<file path="config.mk">
export PLATFORM = sky130hd
export DESIGN_NAME = csr_execute_unit_flat
export DESIGN_NICKNAME = d
export VERILOG_FILES = /design/src/rtl/csr_execute_unit_if.sv /design/src/rtl/csr_execute_unit.sv /design/src/flat_wrapper.sv
export SDC_FILE = /design/constraint.sdc
export NUM_CORES = 1
export LEC_CHECK = 0
export CELL_PAD_IN_SITES_DETAIL_PLACEMENT = 0
export CELL_PAD_IN_SITES_GLOBAL_PLACEMENT = 1
export CORE_ASPECT_RATIO = 0.9
export CORE_MARGIN = 10
export CORE_UTILIZATION = 30
export CTS_CLUSTER_DIAMETER = 150
export DETAILED_ROUTE_END_ITERATION = 12
export PLACE_DENSITY = 0.78
export SETUP_SLACK_MARGIN = 0.15
export SKIP_CTS_REPAIR_TIMING = 1
export SLEW_MARGIN = 10
export SYNTH_ARGS = -nofsm -noshare
export SYNTH_HDL_FRONTEND = slang
export SYNTH_SLANG_ARGS = --single-unit
</file>
<file path="constraint.sdc">
create_clock -name clk -period 2.3 [get_ports clk]
set_clock_uncertainty 0.2 [all_clocks]
set_input_delay 0.46 -clock clk [delete_from_list [all_inputs] [get_ports clk]]
set_output_delay 0.46 -clock clk [all_outputs]
set_load 0.01 [all_outputs]
</file>
<file path="src/rtl/csr_execute_unit_if.sv">
// Issue, CSR-file read and result-side signals of csr_execute_unit.
// slave is the execute unit; master is whoever drives issue and consumes results.
interface csr_execute_unit_if #(
    parameter int ROB_ID_WIDTH = 5
);
    logic                    flush;
    logic                    issue_valid;
    logic                    issue_ready;
    logic [2:0]              issue_op;
    logic [11:0]             issue_csr_addr;
    logic [31:0]             issue_rs1_value;
    logic [4:0]              issue_imm;
    logic                    issue_rs1_zero;
    logic                    issue_rd_valid;
    logic [ROB_ID_WIDTH-1:0] issue_rob_id;
    logic [11:0]             csr_raddr;
    logic [31:0]             csr_rdata;
    logic                    out_valid;
    logic                    out_ready;
    logic [ROB_ID_WIDTH-1:0] out_rob_id;
    logic [31:0]             out_rd_value;
    logic                    out_csr_wen;
    logic [11:0]             out_csr_waddr;
    logic [31:0]             out_csr_wdata;
    logic                    out_illegal;

    modport slave (
        input  flush, issue_valid, issue_op, issue_csr_addr, issue_rs1_value, issue_imm,
               issue_rs1_zero, issue_rd_valid, issue_rob_id, csr_rdata, out_ready,
        output issue_ready, csr_raddr, out_valid, out_rob_id, out_rd_value, out_csr_wen,
               out_csr_waddr, out_csr_wdata, out_illegal
    );

    modport master (
        output flush, issue_valid, issue_op, issue_csr_addr, issue_rs1_value, issue_imm,
               issue_rs1_zero, issue_rd_valid, issue_rob_id, csr_rdata, out_ready,
        input  issue_ready, csr_raddr, out_valid, out_rob_id, out_rd_value, out_csr_wen,
               out_csr_waddr, out_csr_wdata, out_illegal
    );
endinterface

</file>
<file path="src/rtl/csr_execute_unit.sv">
// CSR instruction execute unit: one op in flight, IDLE -> READ (2 cycles) -> OUT.
// Define CSR_EXECUTE_STAT_EN to add the saturating illegal_count output.
module csr_access_check #(
    parameter bit WRITE_PREMISSION = 1'b0
) (
    input  logic [11:0] addr_i,
    output logic        ok_o
);
    logic implemented;

    always_comb begin
        case (addr_i)
            12'h300, 12'h301, 12'h304, 12'h305,
            12'h340, 12'h341, 12'h342, 12'h343, 12'h344,
            12'hF11, 12'hF12, 12'hF13, 12'hF14: implemented = 1'b1;
            default:                            implemented = 1'b0;
        endcase
    end

    // addr[11:10]==11 marks the read-only CSR space
    assign ok_o = implemented && (!WRITE_PREMISSION || (addr_i[11:10] != 2'b11));
endmodule

module csr_execute_unit #(
    parameter int ROB_ID_WIDTH = 5
) (
    input  logic                clk,
    input  logic                rst,
    csr_execute_unit_if.slave   io
`ifdef CSR_EXECUTE_STAT_EN
    ,
    output logic [15:0]         illegal_count
`endif
);
    typedef enum logic [1:0] {S_IDLE, S_READ, S_OUT} state_t;

    state_t                  state_q;
    logic                    rd_phase_q;
    logic [2:0]              op_q;
    logic [11:0]             addr_q;
    logic [31:0]             rs1_q;
    logic [4:0]              imm_q;
    logic                    rs1z_q;
    logic                    rdv_q;
    logic [ROB_ID_WIDTH-1:0] rob_q;

    logic                    issue_ready_q, out_valid_q, out_wen_q, out_ill_q;
    logic [ROB_ID_WIDTH-1:0] out_rob_q;
    logic [31:0]             out_rd_q, out_wdata_q;
    logic [11:0]             out_waddr_q;

    logic        read_ok, write_ok;
    logic        is_rw, is_rs, is_rc, do_read, do_write, src_zero, illegal;
    logic [31:0] operand, old_val, new_val;

    csr_access_check #(.WRITE_PREMISSION(1'b0)) u_rd_chk (.addr_i(addr_q), .ok_o(read_ok));
    csr_access_check #(.WRITE_PREMISSION(1'b1)) u_wr_chk (.addr_i(addr_q), .ok_o(write_ok));

    assign old_val  = io.csr_rdata;
    assign is_rw    = (op_q[1:0] == 2'b01);
    assign is_rs    = (op_q[1:0] == 2'b10);
    assign is_rc    = (op_q[1:0] == 2'b11);
    assign operand  = op_q[2] ? {27'd0, imm_q} : rs1_q;
    assign src_zero = op_q[2] ? (imm_q == 5'd0) : rs1z_q;
    assign do_read  = !is_rw || rdv_q;
    assign do_write = is_rw || !src_zero;
    // funct3 000/100 are not CSR ops; report them as illegal rather than guessing
    assign illegal  = !(is_rw || is_rs || is_rc) ||
                      (do_read && !read_ok) || (do_write && !write_ok);

    always_comb begin
        new_val = old_val & ~operand;
        if (is_rw)      new_val = operand;
        else if (is_rs) new_val = old_val | operand;
    end

    always_ff @(posedge clk or negedge rst) begin
        if (!rst) begin
            state_q       <= S_IDLE;
            rd_phase_q    <= 1'b0;
            op_q          <= '0;
            addr_q        <= '0;
            rs1_q         <= '0;
            imm_q         <= '0;
            rs1z_q        <= 1'b0;
            rdv_q         <= 1'b0;
            rob_q         <= '0;
            issue_ready_q <= 1'b1;
            out_valid_q   <= 1'b0;
            out_wen_q     <= 1'b0;
            out_ill_q     <= 1'b0;
            out_rob_q     <= '0;
            out_rd_q      <= '0;
            out_wdata_q   <= '0;
            out_waddr_q   <= '0;
        end else if (io.flush) begin
            state_q       <= S_IDLE;
            rd_phase_q    <= 1'b0;
            issue_ready_q <= 1'b1;
            out_valid_q   <= 1'b0;
        end else begin
            case (state_q)
                S_IDLE: if (io.issue_valid) begin
                    op_q          <= io.issue_op;
                    addr_q        <= io.issue_csr_addr;
                    rs1_q         <= io.issue_rs1_value;
                    imm_q         <= io.issue_imm;
                    rs1z_q        <= io.issue_rs1_zero;
                    rdv_q         <= io.issue_rd_valid;
                    rob_q         <= io.issue_rob_id;
                    rd_phase_q    <= 1'b0;
                    issue_ready_q <= 1'b0;
                    state_q       <= S_READ;
                end
                // first READ cycle presents the address, the second has csr_rdata
                S_READ: if (!rd_phase_q) begin
                    rd_phase_q <= 1'b1;
                end else begin
                    state_q     <= S_OUT;
                    out_valid_q <= 1'b1;
                    out_rob_q   <= rob_q;
                    out_waddr_q <= addr_q;
                    out_wdata_q <= new_val;
                    out_ill_q   <= illegal;
                    out_wen_q   <= !illegal && do_write;
                    out_rd_q    <= (!illegal && do_read) ? old_val : 32'd0;
                end
                S_OUT: if (io.out_ready) begin
                    state_q       <= S_IDLE;
                    out_valid_q   <= 1'b0;
                    issue_ready_q <= 1'b1;
                end
                default: state_q <= S_IDLE;
            endcase
        end
    end

`ifdef CSR_EXECUTE_STAT_EN
    logic [15:0] illegal_count_q;

    always_ff @(posedge clk or negedge rst) begin
        if (!rst)
            illegal_count_q <= '0;
        else if (!io.flush && state_q == S_OUT && io.out_ready && out_ill_q &&
                 illegal_count_q != 16'hFFFF)
            illegal_count_q <= illegal_count_q + 16'd1;
    end

    assign illegal_count = illegal_count_q;
`endif

    assign io.issue_ready   = issue_ready_q;
    assign io.csr_raddr     = addr_q;
    assign io.out_valid     = out_valid_q;
    assign io.out_rob_id    = out_rob_q;
    assign io.out_rd_value  = out_rd_q;
    assign io.out_csr_wen   = out_wen_q;
    assign io.out_csr_waddr = out_waddr_q;
    assign io.out_csr_wdata = out_wdata_q;
    assign io.out_illegal   = out_ill_q;
endmodule

</file>
<file path="src/flat_wrapper.sv">
// flat-port wrapper written by rule: the top's interface ports become plain ports
module csr_execute_unit_flat 
#(
    parameter int ROB_ID_WIDTH = 5
)
  (clk, rst, io_flush, io_issue_valid, io_issue_op, io_issue_csr_addr, io_issue_rs1_value, io_issue_imm, io_issue_rs1_zero, io_issue_rd_valid, io_issue_rob_id, io_csr_rdata, io_out_ready, io_issue_ready, io_csr_raddr, io_out_valid, io_out_rob_id, io_out_rd_value, io_out_csr_wen, io_out_csr_waddr, io_out_csr_wdata, io_out_illegal);
  csr_execute_unit_if #(.ROB_ID_WIDTH(ROB_ID_WIDTH)) io_i ();
  input  logic clk;
  input  logic rst;
  input wire logic [$bits(io_i.flush)-1:0] io_flush;
  input wire logic [$bits(io_i.issue_valid)-1:0] io_issue_valid;
  input wire logic [$bits(io_i.issue_op)-1:0] io_issue_op;
  input wire logic [$bits(io_i.issue_csr_addr)-1:0] io_issue_csr_addr;
  input wire logic [$bits(io_i.issue_rs1_value)-1:0] io_issue_rs1_value;
  input wire logic [$bits(io_i.issue_imm)-1:0] io_issue_imm;
  input wire logic [$bits(io_i.issue_rs1_zero)-1:0] io_issue_rs1_zero;
  input wire logic [$bits(io_i.issue_rd_valid)-1:0] io_issue_rd_valid;
  input wire logic [$bits(io_i.issue_rob_id)-1:0] io_issue_rob_id;
  input wire logic [$bits(io_i.csr_rdata)-1:0] io_csr_rdata;
  input wire logic [$bits(io_i.out_ready)-1:0] io_out_ready;
  output wire logic [$bits(io_i.issue_ready)-1:0] io_issue_ready;
  output wire logic [$bits(io_i.csr_raddr)-1:0] io_csr_raddr;
  output wire logic [$bits(io_i.out_valid)-1:0] io_out_valid;
  output wire logic [$bits(io_i.out_rob_id)-1:0] io_out_rob_id;
  output wire logic [$bits(io_i.out_rd_value)-1:0] io_out_rd_value;
  output wire logic [$bits(io_i.out_csr_wen)-1:0] io_out_csr_wen;
  output wire logic [$bits(io_i.out_csr_waddr)-1:0] io_out_csr_waddr;
  output wire logic [$bits(io_i.out_csr_wdata)-1:0] io_out_csr_wdata;
  output wire logic [$bits(io_i.out_illegal)-1:0] io_out_illegal;
  assign io_i.flush = io_flush;
  assign io_i.issue_valid = io_issue_valid;
  assign io_i.issue_op = io_issue_op;
  assign io_i.issue_csr_addr = io_issue_csr_addr;
  assign io_i.issue_rs1_value = io_issue_rs1_value;
  assign io_i.issue_imm = io_issue_imm;
  assign io_i.issue_rs1_zero = io_issue_rs1_zero;
  assign io_i.issue_rd_valid = io_issue_rd_valid;
  assign io_i.issue_rob_id = io_issue_rob_id;
  assign io_i.csr_rdata = io_csr_rdata;
  assign io_i.out_ready = io_out_ready;
  assign io_issue_ready = io_i.issue_ready;
  assign io_csr_raddr = io_i.csr_raddr;
  assign io_out_valid = io_i.out_valid;
  assign io_out_rob_id = io_i.out_rob_id;
  assign io_out_rd_value = io_i.out_rd_value;
  assign io_out_csr_wen = io_i.out_csr_wen;
  assign io_out_csr_waddr = io_i.out_csr_waddr;
  assign io_out_csr_wdata = io_i.out_csr_wdata;
  assign io_out_illegal = io_i.out_illegal;
  csr_execute_unit #(.ROB_ID_WIDTH(ROB_ID_WIDTH)) u_core (.clk(clk), .rst(rst), .io(io_i));
endmodule
</file>
Word-level counts from Yosys, hierarchy flattened:

Index checks and enable logic that the tools add are counted.

* register bits after elaboration: 147
* input bits: 96
* logic and storage cells: 93

* bitwise operators: 4
* eq/ne operators: 22
* reductions and logical operators: 29
* multiplexer cells: 21

Operator list (number)
* 2-to-1 mux 32 bit: 4
* == test 12 x 10 -> 1 bit, second input constant: 9
* == test 12 bit, second input constant: 4
* AND 32 bit: 1
* NOT 32 bit: 1
* OR 32 bit: 1
* AND reduction 3 bit: 5
* OR reduction 13 bit: 1
* 2-to-1 mux 1 bit: 9
* nonzero test 3 bit: 3
* 2-to-1 mux 2 bit: 4
* == test 2 bit, second input constant: 3
* logical NOT 1 bit: 6
* logical OR 1 bit: 6
* != test 3 bit, second input constant: 2
* one-hot mux 1 bit (2 select lines): 3
* one-hot mux 2 bit (3 select lines): 1
* logical AND 1 bit: 5
* logical NOT 5 bit: 1
* == test 2 x 1 -> 1 bit, second input constant: 2
* != test 3 x 2 -> 1 bit, second input constant: 1
* logical NOT 2 bit: 1
* != test 2 bit, second input constant: 1
* AND reduction 2 bit: 1
* NOT 1 bit: 1

Longest topological paths before layout:

* depth in word-level cells: 10
* mapped depth: 7

Modules after synthesis:

From an unflattened synthesis, not the netlist that was laid out.

* cell total of the unflattened synthesis: 578
* area total of the unflattened synthesis: 6606.3 µm²

By module, submodules not included
* csr_execute_unit: area an instance 6496.2 µm², times used 1, cells each 563
* csr_access_check (u_core.u_rd_chk): area an instance 63.8 µm², times used 1, cells each 10
* csr_access_check (u_core.u_wr_chk): area an instance 46.3 µm², times used 1, cells each 5

Least setup slack after synthesis:

Ideal clock, no wire load.

* path type: register to register
* start: reg u_core.addr_q[6], in the netlist u_core.io.csr_raddr[6]
* end: reg u_core.out_rd_q[21], in the netlist u_core.io.out_rd_value[21]
* required time: 2.025 ns
* arrival time: 1.663 ns
* slack: 0.363 ns
* period minus slack after synthesis: 1.937 ns
* buffers on the path: 1
* setup time: 0.075 ns
* cell stages (with the launch flop): 6
* cells stage by stage: dfrtp_1 > or4_1 > o211ai_2 > buf_4 > o2111ai_1 > o21ai_2

* longest elaborated chain between the ends: 10

Ends and longest elaborated chain
* start, declared: RTL line csr_execute_unit.sv:40 `logic [11:0] addr_q;`
* start signal, assigned: RTL line csr_execute_unit.sv:105 `addr_q <= io.issue_csr_addr;`
* == test 12 x 10 -> 1 bit or == test 12 bit (tied branches): RTL line csr_execute_unit.sv:12 `case (addr_i)`
* OR reduction 13 bit (*): RTL line csr_execute_unit.sv:12
* 2-to-1 mux 1 bit (*): RTL line csr_execute_unit.sv:12
* logical NOT 1 bit or logical AND 1 bit (tied branches): RTL line csr_execute_unit.sv:69, csr_execute_unit.sv:21
* logical AND 1 bit or logical NOT 1 bit (tied branches): RTL line csr_execute_unit.sv:69 `(do_read && !read_ok) || (do_write && !write_ok);`
* logical OR 1 bit or logical AND 1 bit (tied branches): RTL line csr_execute_unit.sv:68, csr_execute_unit.sv:69
* logical OR 1 bit (*): RTL line csr_execute_unit.sv:69
* logical NOT 1 bit (*): RTL line csr_execute_unit.sv:126 `out_rd_q <= (!illegal && do_read) ? old_val : 32'd0;`
* logical AND 1 bit (*): RTL line csr_execute_unit.sv:126
* 2-to-1 mux 32 bit (*): RTL line csr_execute_unit.sv:126
* end signal, assigned: RTL line csr_execute_unit.sv:126
* end, declared: RTL line csr_execute_unit.sv:49 `logic [31:0] out_rd_q, out_wdata_q;`

Mark *: on every way between the ends. The rest lies on a longest branch, timed or not.
A chain may end at the register's enable or synchronous reset.

Final worst setup path:

* start: reg u_core.addr_q[2], in the netlist u_core.io.csr_raddr[2]
* end: out io_csr_raddr[2]

RTL lines
* end, declared: RTL line flat_wrapper.sv:22 `output wire logic [$bits(io_i.csr_raddr)-1:0] io_csr_raddr;`

No word-level cell between the ends.

==> flow_metrics.tcl <==
set metrics [dict create \
    status "finished, final reports clean" \
    fp-row-count 52 \
    die-area_mm2 0.0292 \
    end_kind "primary output" \
    cp_slowest_cell "clkdlybuf4s50_1" \
    grt_max_degree 61 \
    arrival_ns 1.51 \
    syn_nets 744 \
    cts_tree "done" \
    dpl.cell_count 1117 \
    place_congestion 0.760 \
    peakVddDrop_mv 0.475 \
    final-max-slew-violation-count 0 \
    buffer_ports.inserted 192 \
    die_x_um 179 \
    wl_per_cell_um 18.8 \
    dp_hpwl_mm 15.6 \
    drt-pass1-iter-count 7 \
    worst_hold_path.num_cells 2 \
    layout_common_cells "clkdlybuf4s50_1, dfrtp_1, nand2_1" \
    rr_worst_depth 5 \
    rsz0062_at_grt "yes" \
    p_switching_w 0.00307 \
    avgSynthCellArea_um2 10.5 \
    path_buf_inv 1 \
    switching_share_pct 33.7 \
    cp_slowest_stage_delay_ns 0.59 \
    area_growth_pct 44.6 \
    fmax_ghz 0.461 \
    crit_type "flip-flop to primary output" \
    hold_end "u_core.io.out_rob_id[2]" \
    finalWirelength_mm 21.7 \
    syn_inst 648 \
    grt_usage_pct 15.0 \
    ys_seq_elements 147 \
    maxCapViolCount 0 \
    fillCellCount 2153 \
    synth_area_mm2 0.00683 \
    cp_top_family "buffers and inverters" \
    chipHeight_um 163 \
    ant_nets 0 \
    htreeDepth 4 \
    drc 0 \
    viasPerCell 4.83 \
    nets 937 \
    ff2ff_setup_slack_ns 0.26 \
    cts_buffers 17 \
    seqCellArea_mm2 0.00369 \
    hold_viol_final 0 \
    grt_overflow 0 \
    drtIter0Drc 414 \
    worstMarginPinSlew_ns 0.465 \
    yosysWarnings 0 \
    required_ns 1.64 \
    p_int_w 0.00605 \
    hold_path_class "flip-flop to flip-flop" \
    timing.rr.end "u_core.io.out_rd_value[9]" \
    vias 5573 \
    path_clk_slew_ns 0.07 \
    root_buffer "clkbuf_16" \
    powerDensity_mw_per_mm2 924 \
    clk_path_buf_depth 2 \
    leakage_nw 4.03 \
    synth_seq_area_share_pct 53.9 \
    pin_count 193 \
    clk_latency_ns 0.44 \
    core_mm2 0.0224 \
    path_cells "clkdlybuf4s50_1" \
    clock-sinks 147 \
    setup_viol 0 \
    hold_path_startpoint "u_core.rob_q[2]" \
    critPathMaxFanout 6 \
    multi_input_area_mm2 0.00289 \
    drive_gt1_share_pct 15.9 \
    grt_pass1_vias 5636 \
    worstReg2RegStart "u_core.io.csr_raddr[6]" \
    final_cells 1153 \
    pwr-share-clk_pct 30.8 \
    p_comb_share_pct 30.4 \
    antenna_found_initial 1 \
    initial_core_util_pct 30.4 \
    post-route-period-util_pct 94.2 \
    finalCriticalPeriod_ns 2.17 \
    ys_types 39 \
    fin_util_pct 44.0 \
    pwr-share-seq_pct 38.8 \
    slew_headroom_pct 68.1 \
    final_common_cell "clkdlybuf4s50_1" \
    grt_first_pass_wirelength_mm 34.1 \
    startpoint_type "flip-flop" \
]
## tightest hold or removal path, stage by stage (launching register included)
cell	delay, ns
dfrtp_1	0.35
nand2_1	0.05
nand2_1	0.05
## per-layer routing
metal,GRT usage [%],vias to the layer above,routed length (um)
met5,0,-,0
met4,3.64,0,172
met3,4.16,11,1490
met2,23.0,167,10200
li1,-,2694,-
met1,20.3,2701,9880
## metrics by stage
| step | setup TNS, ns | total power (W) | area, um2 | setup WS [ns] | hold slack [ns] |
|---|---|---|---|---|---|
| 2_1_floorplan | 0 | 0.00479 | 6830 | 0.363 | -0.0356 |
| 3_3_place_gp | 0 | 0.00634 | 9220 | 0.0130 | 0.241 |
| 3_5_place_dp | -0.163 | 0.00638 | 9220 | -0.0420 | 0.248 |
| 4_1_cts | -0.0153 | 0.00923 | 9820 | -0.0153 | -0.230 |
| 5_1_grt | 0 | 0.00966 | 9870 | 0.0810 | 0.294 |
| 6_report | 0 | 0.00912 | 9870 | 0.133 | 0.270 |
## power by group through the flow
stage               clock network, W  logic, W  registers, W
floorplan                          0   0.00110       0.00369
global placement                   0   0.00277       0.00357
detailed placement                 0   0.00279       0.00359
CTS                          0.00288   0.00280       0.00354
global route                 0.00301   0.00304       0.00362
finish                       0.00281   0.00277       0.00354
## worst max-delay path by stage
| stage | depth (start not counted) | from | slack [ns] | end |
|---|---|---|---|---|
| floorplan | 5 | u_core.io.csr_raddr[6] | 0.36 | u_core.io.out_rd_value[21] |
| CTS | 1 | u_core.io.csr_raddr[2] | -0.02 | io_csr_raddr[2] |
| global placement | 5 | io_issue_valid | 0.01 | u_core.io.csr_raddr[11] |
| global route | 1 | u_core.io.csr_raddr[2] | 0.08 | io_csr_raddr[2] |
| finish | 1 | u_core.io.csr_raddr[2] | 0.13 | io_csr_raddr[2] |
| detailed placement | 6 | io_flush | -0.04 | u_core.io.out_rd_value[29] |
## state kept, by name, summed over array words and instances (netlist names), 2 cells and up
signal	flops
u_core.imm_q	5
u_core.io.out_rd_value	32
u_core.io.out_csr_waddr	12
u_core.state_q	2
u_core.io.out_rob_id	5
u_core.rs1_q	32
u_core.io.out_csr_wdata	32
u_core.io.csr_raddr	12
u_core.rob_q	5
u_core.op_q	3
## cells in the mapped netlist
cell type,instances,area share (%)
dfrtp_1,146,54
nand2b_1,32,2.9
o221ai_1,1,0.13
inv_1,3,0.16
a2111oi_4,2,0.81
nor4_1,1,0.092
o2111ai_1,33,4.2
nand4bb_1,1,0.16
mux2i_1,5,0.73
o22a_1,1,0.13
a211oi_1,1,0.11
nand3_1,1,0.073
o21ba_2,1,0.15
nor3b_1,33,3.6
nand4bb_4,1,0.40
inv_2,1,0.055
a2111oi_2,1,0.22
or4_1,1,0.11
mux2_2,47,7.8
o21ai_0,38,2.8
dlymetal6s2s_1,1,0.18
dfstp_2,1,0.38
buf_2,19,1.4
nor3_2,2,0.29
buf_6,6,0.99
nand2b_2,1,0.13
xnor2_1,1,0.13
o211ai_2,1,0.18
nor2_1,39,2.1
o21bai_1,1,0.11
nand2_1,117,6.4
nor2b_1,3,0.27
mux2_1,9,1.5
o21ai_1,32,2.3
a21oi_1,5,0.37
o21ai_2,1,0.13
buf_4,7,0.77
a31oi_1,33,3.0
clkbuf_1,19,1.0
## kinds of logic after synthesis
logic type / Yosys count / share of synthesized area [%]
buffers and inverters: 56 / 4.60
AOI/OAI and AO/OA: 151 / 14.7
muxes: 61 / 9.97
DFF: 147 / 53.9
and+or+nand+nor: 232 / 16.7
xor gates and xnor gates: 1 / 0.128
## layout make-up
cell class / count / share of cell area [%]
diodes: 2 / 0.0507
clock buffers: 17 / 4.31
clock inverters: 15 / 1.75
inverters: 4 / 0.152
multi-input cells: 445 / 29.3
flip-flops and latches: 147 / 37.4
well taps: 297 / 3.76
repair buffers: 226 / 23.3
Note: power is estimated with default switching activity, not from simulation.
==> RTL change 1, RTL diff (same settings) <==
`WRITE_PREMISSION` is set to 1'b0 in 2 places; all go to 1'b1.
--- a/src/rtl/csr_execute_unit.sv
+++ b/src/rtl/csr_execute_unit.sv
@@ -1,7 +1,7 @@
 // CSR instruction execute unit: one op in flight, IDLE -> READ (2 cycles) -> OUT.
 // Define CSR_EXECUTE_STAT_EN to add the saturating illegal_count output.
 module csr_access_check #(
-    parameter bit WRITE_PREMISSION = 1'b0
+    parameter bit WRITE_PREMISSION = 1'b1
 ) (
     input  logic [11:0] addr_i,
     output logic        ok_o
@@ -53,7 +53,7 @@
     logic        is_rw, is_rs, is_rc, do_read, do_write, src_zero, illegal;
     logic [31:0] operand, old_val, new_val;
 
-    csr_access_check #(.WRITE_PREMISSION(1'b0)) u_rd_chk (.addr_i(addr_q), .ok_o(read_ok));
+    csr_access_check #(.WRITE_PREMISSION(1'b1)) u_rd_chk (.addr_i(addr_q), .ok_o(read_ok));
     csr_access_check #(.WRITE_PREMISSION(1'b1)) u_wr_chk (.addr_i(addr_q), .ok_o(write_ok));
 
     assign old_val  = io.csr_rdata;
Behaviour: not the same (a bounded check fails within 4 cycles, from zero or initial values and one cycle with rst low).
==> RTL change 1 against the unedited design <==
Worst setup slack improved by 0.067 ns; clock power rose by 4%; wire length fell by 12%; sequential cell count did not move; cell area fell by 5.1%; first-iteration DRC count fell by 38%; area after synthesis fell by 7.2%; total power fell by 1.5%; critical path type unchanged; critical endpoint is now io_csr_raddr[3]; largest cell class unchanged; highest routed layer unchanged.
==> RTL change 1: results <==
[run_status]
outcome = finished, final reports clean

[power]
ir_worst_vdd_mv = 0.447
power.static_leakage_uw = 0.00409

[placement]
place.gp.congestion = 0.748
post-dp-hpwl_mm = 13.8
post-place-ws_ns = -0.299
placed_cell_area_um2 = 8710
port_buffers = 192

[finish]
final_net_count = 895
diodes = 0
layout_cells_sized_above_1_pct = 19.6

[clock_network]
clk_latency_ns = 0.41
tritoncts_buffer_count = 17
h-tree-depth = 4
cts_root_buf = clkbuf_16
clk_pin_slew_worst_paths_ns = 0.07

[grt]
grt_pass1_vias = 5171
grt_use_met1_pct = 18.3
met3_usage_pct = 4.50
grt_antenna_before_repair = 0
globalRouteTotalUtil_pct = 14.2
gr-usage-met2_pct = 22.9
pin_count_of_the_biggest_net_entering_global_routing = 76
grt_first_pass_wirelength_mm = 30.6

[yosys]
synthTopCellsByCount = nand2_1, dfrtp_1, mux2_2, o21ai_0, nor2_1
mean_instance_size_in_the_synthesized_netlist_um2 = 10.6
synthesis.nets = 695
post_synth_main_area_contributors = dfrtp_1, mux2_2, nand2_1
synth.yosys.seq_area_share_pct = 58.1
synth.distinct_cells = 32

[critical_path]
timing.critical_path.fanout_max = 3
critical-path-max-stage-delay_ns = 0.53
critical_path.top_delay_family = buffers and inverters
reg2reg_slack_ns = 0.29
arrival_ns = 1.44

[route]
routed_wl_met3_mm = 1.06
drt-initial-drc-count = 257
met2_length_mm = 9.05
top_layer_used = met4
route.layer.met1.wl_mm = 8.94
drtPass1Iterations = 4
detailroute.via_count = 4953
post_drt_via_cell_ratio = 4.51
route.final.wire_length_mm = 19.2

[hold_path]
hp-class = register to register

[sta]
worst_slew_margin_rel_pct = 47.5
fin_crit_sh_pct = 91.3
hold_ws_ns = 0.264
[RTL change 1: cell types whose count changed after synthesis, moves of 3 or more]
cell,unedited run,this run
a31oi_1,33,30
buf_2,19,8
buf_4,7,0
clkbuf_1,19,26
mux2_1,9,0
mux2_2,47,58
nand2_1,117,149
nand2b_1,32,35
nor2_1,39,36
nor3_1,0,3
nor3b_1,33,0
o2111ai_1,33,0
o21ai_1,32,0
o21ai_2,1,29
[RTL change 1: cells by family after synthesis]
logic type,count (synthesis),synth area share [%]
and+or+nand+nor,231,15.8
buffers and inverters,43,3.20
AOI/OAI and AO/OA,112,11.4
DFF,147,58.1
xor gates and xnor gates,3,0.415
muxes,63,11.1
[RTL change 1: cell type report]
class / count / area (um2)
clock buffer: 19 / 453
clock inverter: 13 / 171
fill: 1985 / 11400
inverter: 2 / 7.51
multi-input combinational: 409 / 2480
sequential: 147 / 3680
tap: 286 / 358
timing repair buffer: 222 / 2210
[RTL change 1: worst paths after layout]
path                                              from                          to  depth (start not counted)
worst max-delay path            u_core.io.csr_raddr[3]             io_csr_raddr[3]                          2
worst min-delay path                   u_core.rob_q[0]     u_core.io.out_rob_id[0]                          2
worst max register to register  u_core.io.csr_raddr[5]   u_core.io.out_rd_value[3]                          5
worst min register to register         u_core.rob_q[0]     u_core.io.out_rob_id[0]                          2
max in group asynchronous                          rst  u_core.io.out_rd_value[31]                          3
min in group asynchronous                          rst     u_core.io.csr_raddr[10]                          2
[RTL change 1: report_power, final]
| part | internal [uW] | leakage (uW) | switching (uW) |
|---|---|---|---|
| Sequential | 3150 | 0.00187 | 345 |
| Combinational | 1370 | 0.00193 | 1180 |
| Clock | 1780 | 0.000301 | 1150 |
==> RTL change 2, RTL diff (same flow settings) <==
Without the edit above. Re-encode `state_t` (3 states) as one-hot, 3 bits wide.
--- a/src/rtl/csr_execute_unit.sv
+++ b/src/rtl/csr_execute_unit.sv
@@ -32,7 +32,7 @@
     output logic [15:0]         illegal_count
 `endif
 );
-    typedef enum logic [1:0] {S_IDLE, S_READ, S_OUT} state_t;
+    typedef enum logic [2:0] {S_IDLE = 3'b001, S_READ = 3'b010, S_OUT = 3'b100} state_t;
 
     state_t                  state_q;
     logic                    rd_phase_q;
Check against the original RTL: same outputs for any inputs over 4 cycles, from zero or initial values and one cycle with rst low; so few cycles prove little.
==> RTL change 2 against the unedited design <==
Via count shrank 13%; worst setup slack better by 0.060 ns; sequential share of layout area up 2.2 points; utilization up 1.2 points; cell area shrank 5.0%; sequential cell count increased by 1; first-iteration DRC count is 7.7% lower; wire length decreased by 9.3%; total power fell by 18%; area after synthesis down 7.2%; maximum frequency increased by 2.9%; critical path type is now register to register; critical endpoint is now u_core.io.out_rd_value[8]; largest power group unchanged.
==> RTL change 2: results <==
[critical_path]
rr_startpoint = u_core.io.csr_raddr[3]
r2r_end = u_core.io.out_rd_value[8]
timing.critical_path.fanout_max = 17
reg2reg_slack_ns = 0.19
arrival_ns = 2.25

[yosys]
mean_instance_size_in_the_synthesized_netlist_um2 = 11.7
synth.yosys.seq_area_share_pct = 58.5
synthesis.nets = 639
synth_top_flop_cell = dfrtp_1
synth.distinct_cells = 40
synthTopCellsByCount = dfrtp_1, nand2_1, mux2_2, nor2_1, a31oi_1
ys_warnings = 0
post_synth_main_area_contributors = dfrtp_1, mux2_2, nand2_1

[power]
ir_worst_vdd_mv = 0.552
p_int_uw = 5380
power.static_leakage_uw = 0.00408

[finish]
n_fill_cell = 1942
final_net_count = 838
finish.cell_count_without_fillers = 1041
diodes = 0
layout_cells_sized_above_1_pct = 18.4

[clock_network]
clk_latency_ns = 0.41

[placement]
placed_cell_area_um2 = 8710
place.gp.congestion = 0.760
post-dp-hpwl_mm = 13.9
post-place-ws_ns = 0.0383

[grt]
met3_usage_pct = 5.79
grt_antenna_before_repair = 0
grt_use_met1_pct = 18.0
gr-usage-met2_pct = 22.3
grt_first_pass_wirelength_mm = 30.2
globalRouteTotalUtil_pct = 14.1
pin_count_of_the_biggest_net_entering_global_routing = 50
grt_pass1_vias = 5128

[route]
drtPass1Iterations = 4
detailroute.via_count = 4873
drt-initial-drc-count = 382
post_drt_wl_per_cell_um = 18.9

[hold_path]
worst_hold_path.endpoint = u_core.io.out_rob_id[4]
hold_start = u_core.rob_q[4]

[sta]
worst_slew_margin_rel_pct = 66.0

[run_status]
outcome = finished, final reports clean
==> RTL change 2: cell types whose count changed after synthesis, sizes merged, moves of 3 or more <==
cell / delta
nor3: +4
mux2: +3
o21ai: -37
a32o: +32
inv: -4
nand3b: +3
a2111oi: -3
buf: -11
nand2: -31
o2111ai: -33
nor3b: -33
==> RTL change 2: metal layers <==
metal,up-vias,share of wire [%]
met4,0,0.47
met1,2411,46
met5,-,0
met2,126,47
li1,2330,-
met3,6,6.7
==> RTL change 2: final cells by class <==
| cell class | count | share of cell area, % |
|---|---|---|
| Clock inverter | 15 | 1.91 |
| Sequential cell | 148 | 39.5 |
| Tap cell | 286 | 3.82 |
| Multi-Input combinational cell | 355 | 25.7 |
| Timing Repair Buffer | 220 | 24.5 |
| Clock buffer | 17 | 4.54 |
==> RTL change 2: worst max path at each step <==
stage | start | endpoint | slack (ns) | cells after the start
2_1_floorplan | io_flush | u_core.imm_q[0] | 0.29 | 6
3_3_place_gp | io_issue_valid | u_core.imm_q[3] | 0.06 | 5
3_5_place_dp | io_issue_valid | u_core.imm_q[3] | 0.04 | 5
4_1_cts | u_core.io.issue_ready | io_issue_ready | 0.1 | 1
5_1_grt | u_core.io.csr_raddr[3] | u_core.io.out_rd_value[28] | 0.12 | 5
6_report | u_core.io.csr_raddr[3] | u_core.io.out_rd_value[8] | 0.19 | 5
==> RTL change 2: kinds of logic (layout without fill, tap and decap cells) <==
group	count (synthesis)	in the layout	share of synthesized area, %
AND/OR/NAND/NOR	175	175	12.5
flip-flops	148	148	58.5
AO/OA/AOI/OAI	115	115	13.0
multiplexers	64	64	11.9
buffers and inverters	40	252	3.93
XOR/XNOR	1	1	0.138
==> RTL change 2: critical path, stage by stage, from the launching register on <==
cell	delay, ns
dfrtp_2	0.43
or4_4	0.54
o32ai_1	0.13
o2111a_2	0.31
clkbuf_16	0.23
a32o_1	0.18
==> RTL change 2: metrics by stage <==
| step | utilization [%] | hold WS [ns] |
|---|---|---|
| floorplan | - | -0.0356 |
| global placement | 41.9 | 0.257 |
| detailed placement | 41.9 | 0.255 |
| CTS | 44.8 | -0.189 |
| global route | 45.2 | 0.304 |
| finish | 45.2 | 0.274 |
==> RTL change 2: power groups by stage <==
stage | clock, uW | combinational, uW | sequential (uW)
finish | 2880 | 1540 | 3050
detailed placement | 0 | 1560 | 3090
CTS | 2960 | 1570 | 3040
global placement | 0 | 1540 | 3080
global route | 3060 | 1710 | 3090
floorplan | 0 | 824 | 3080
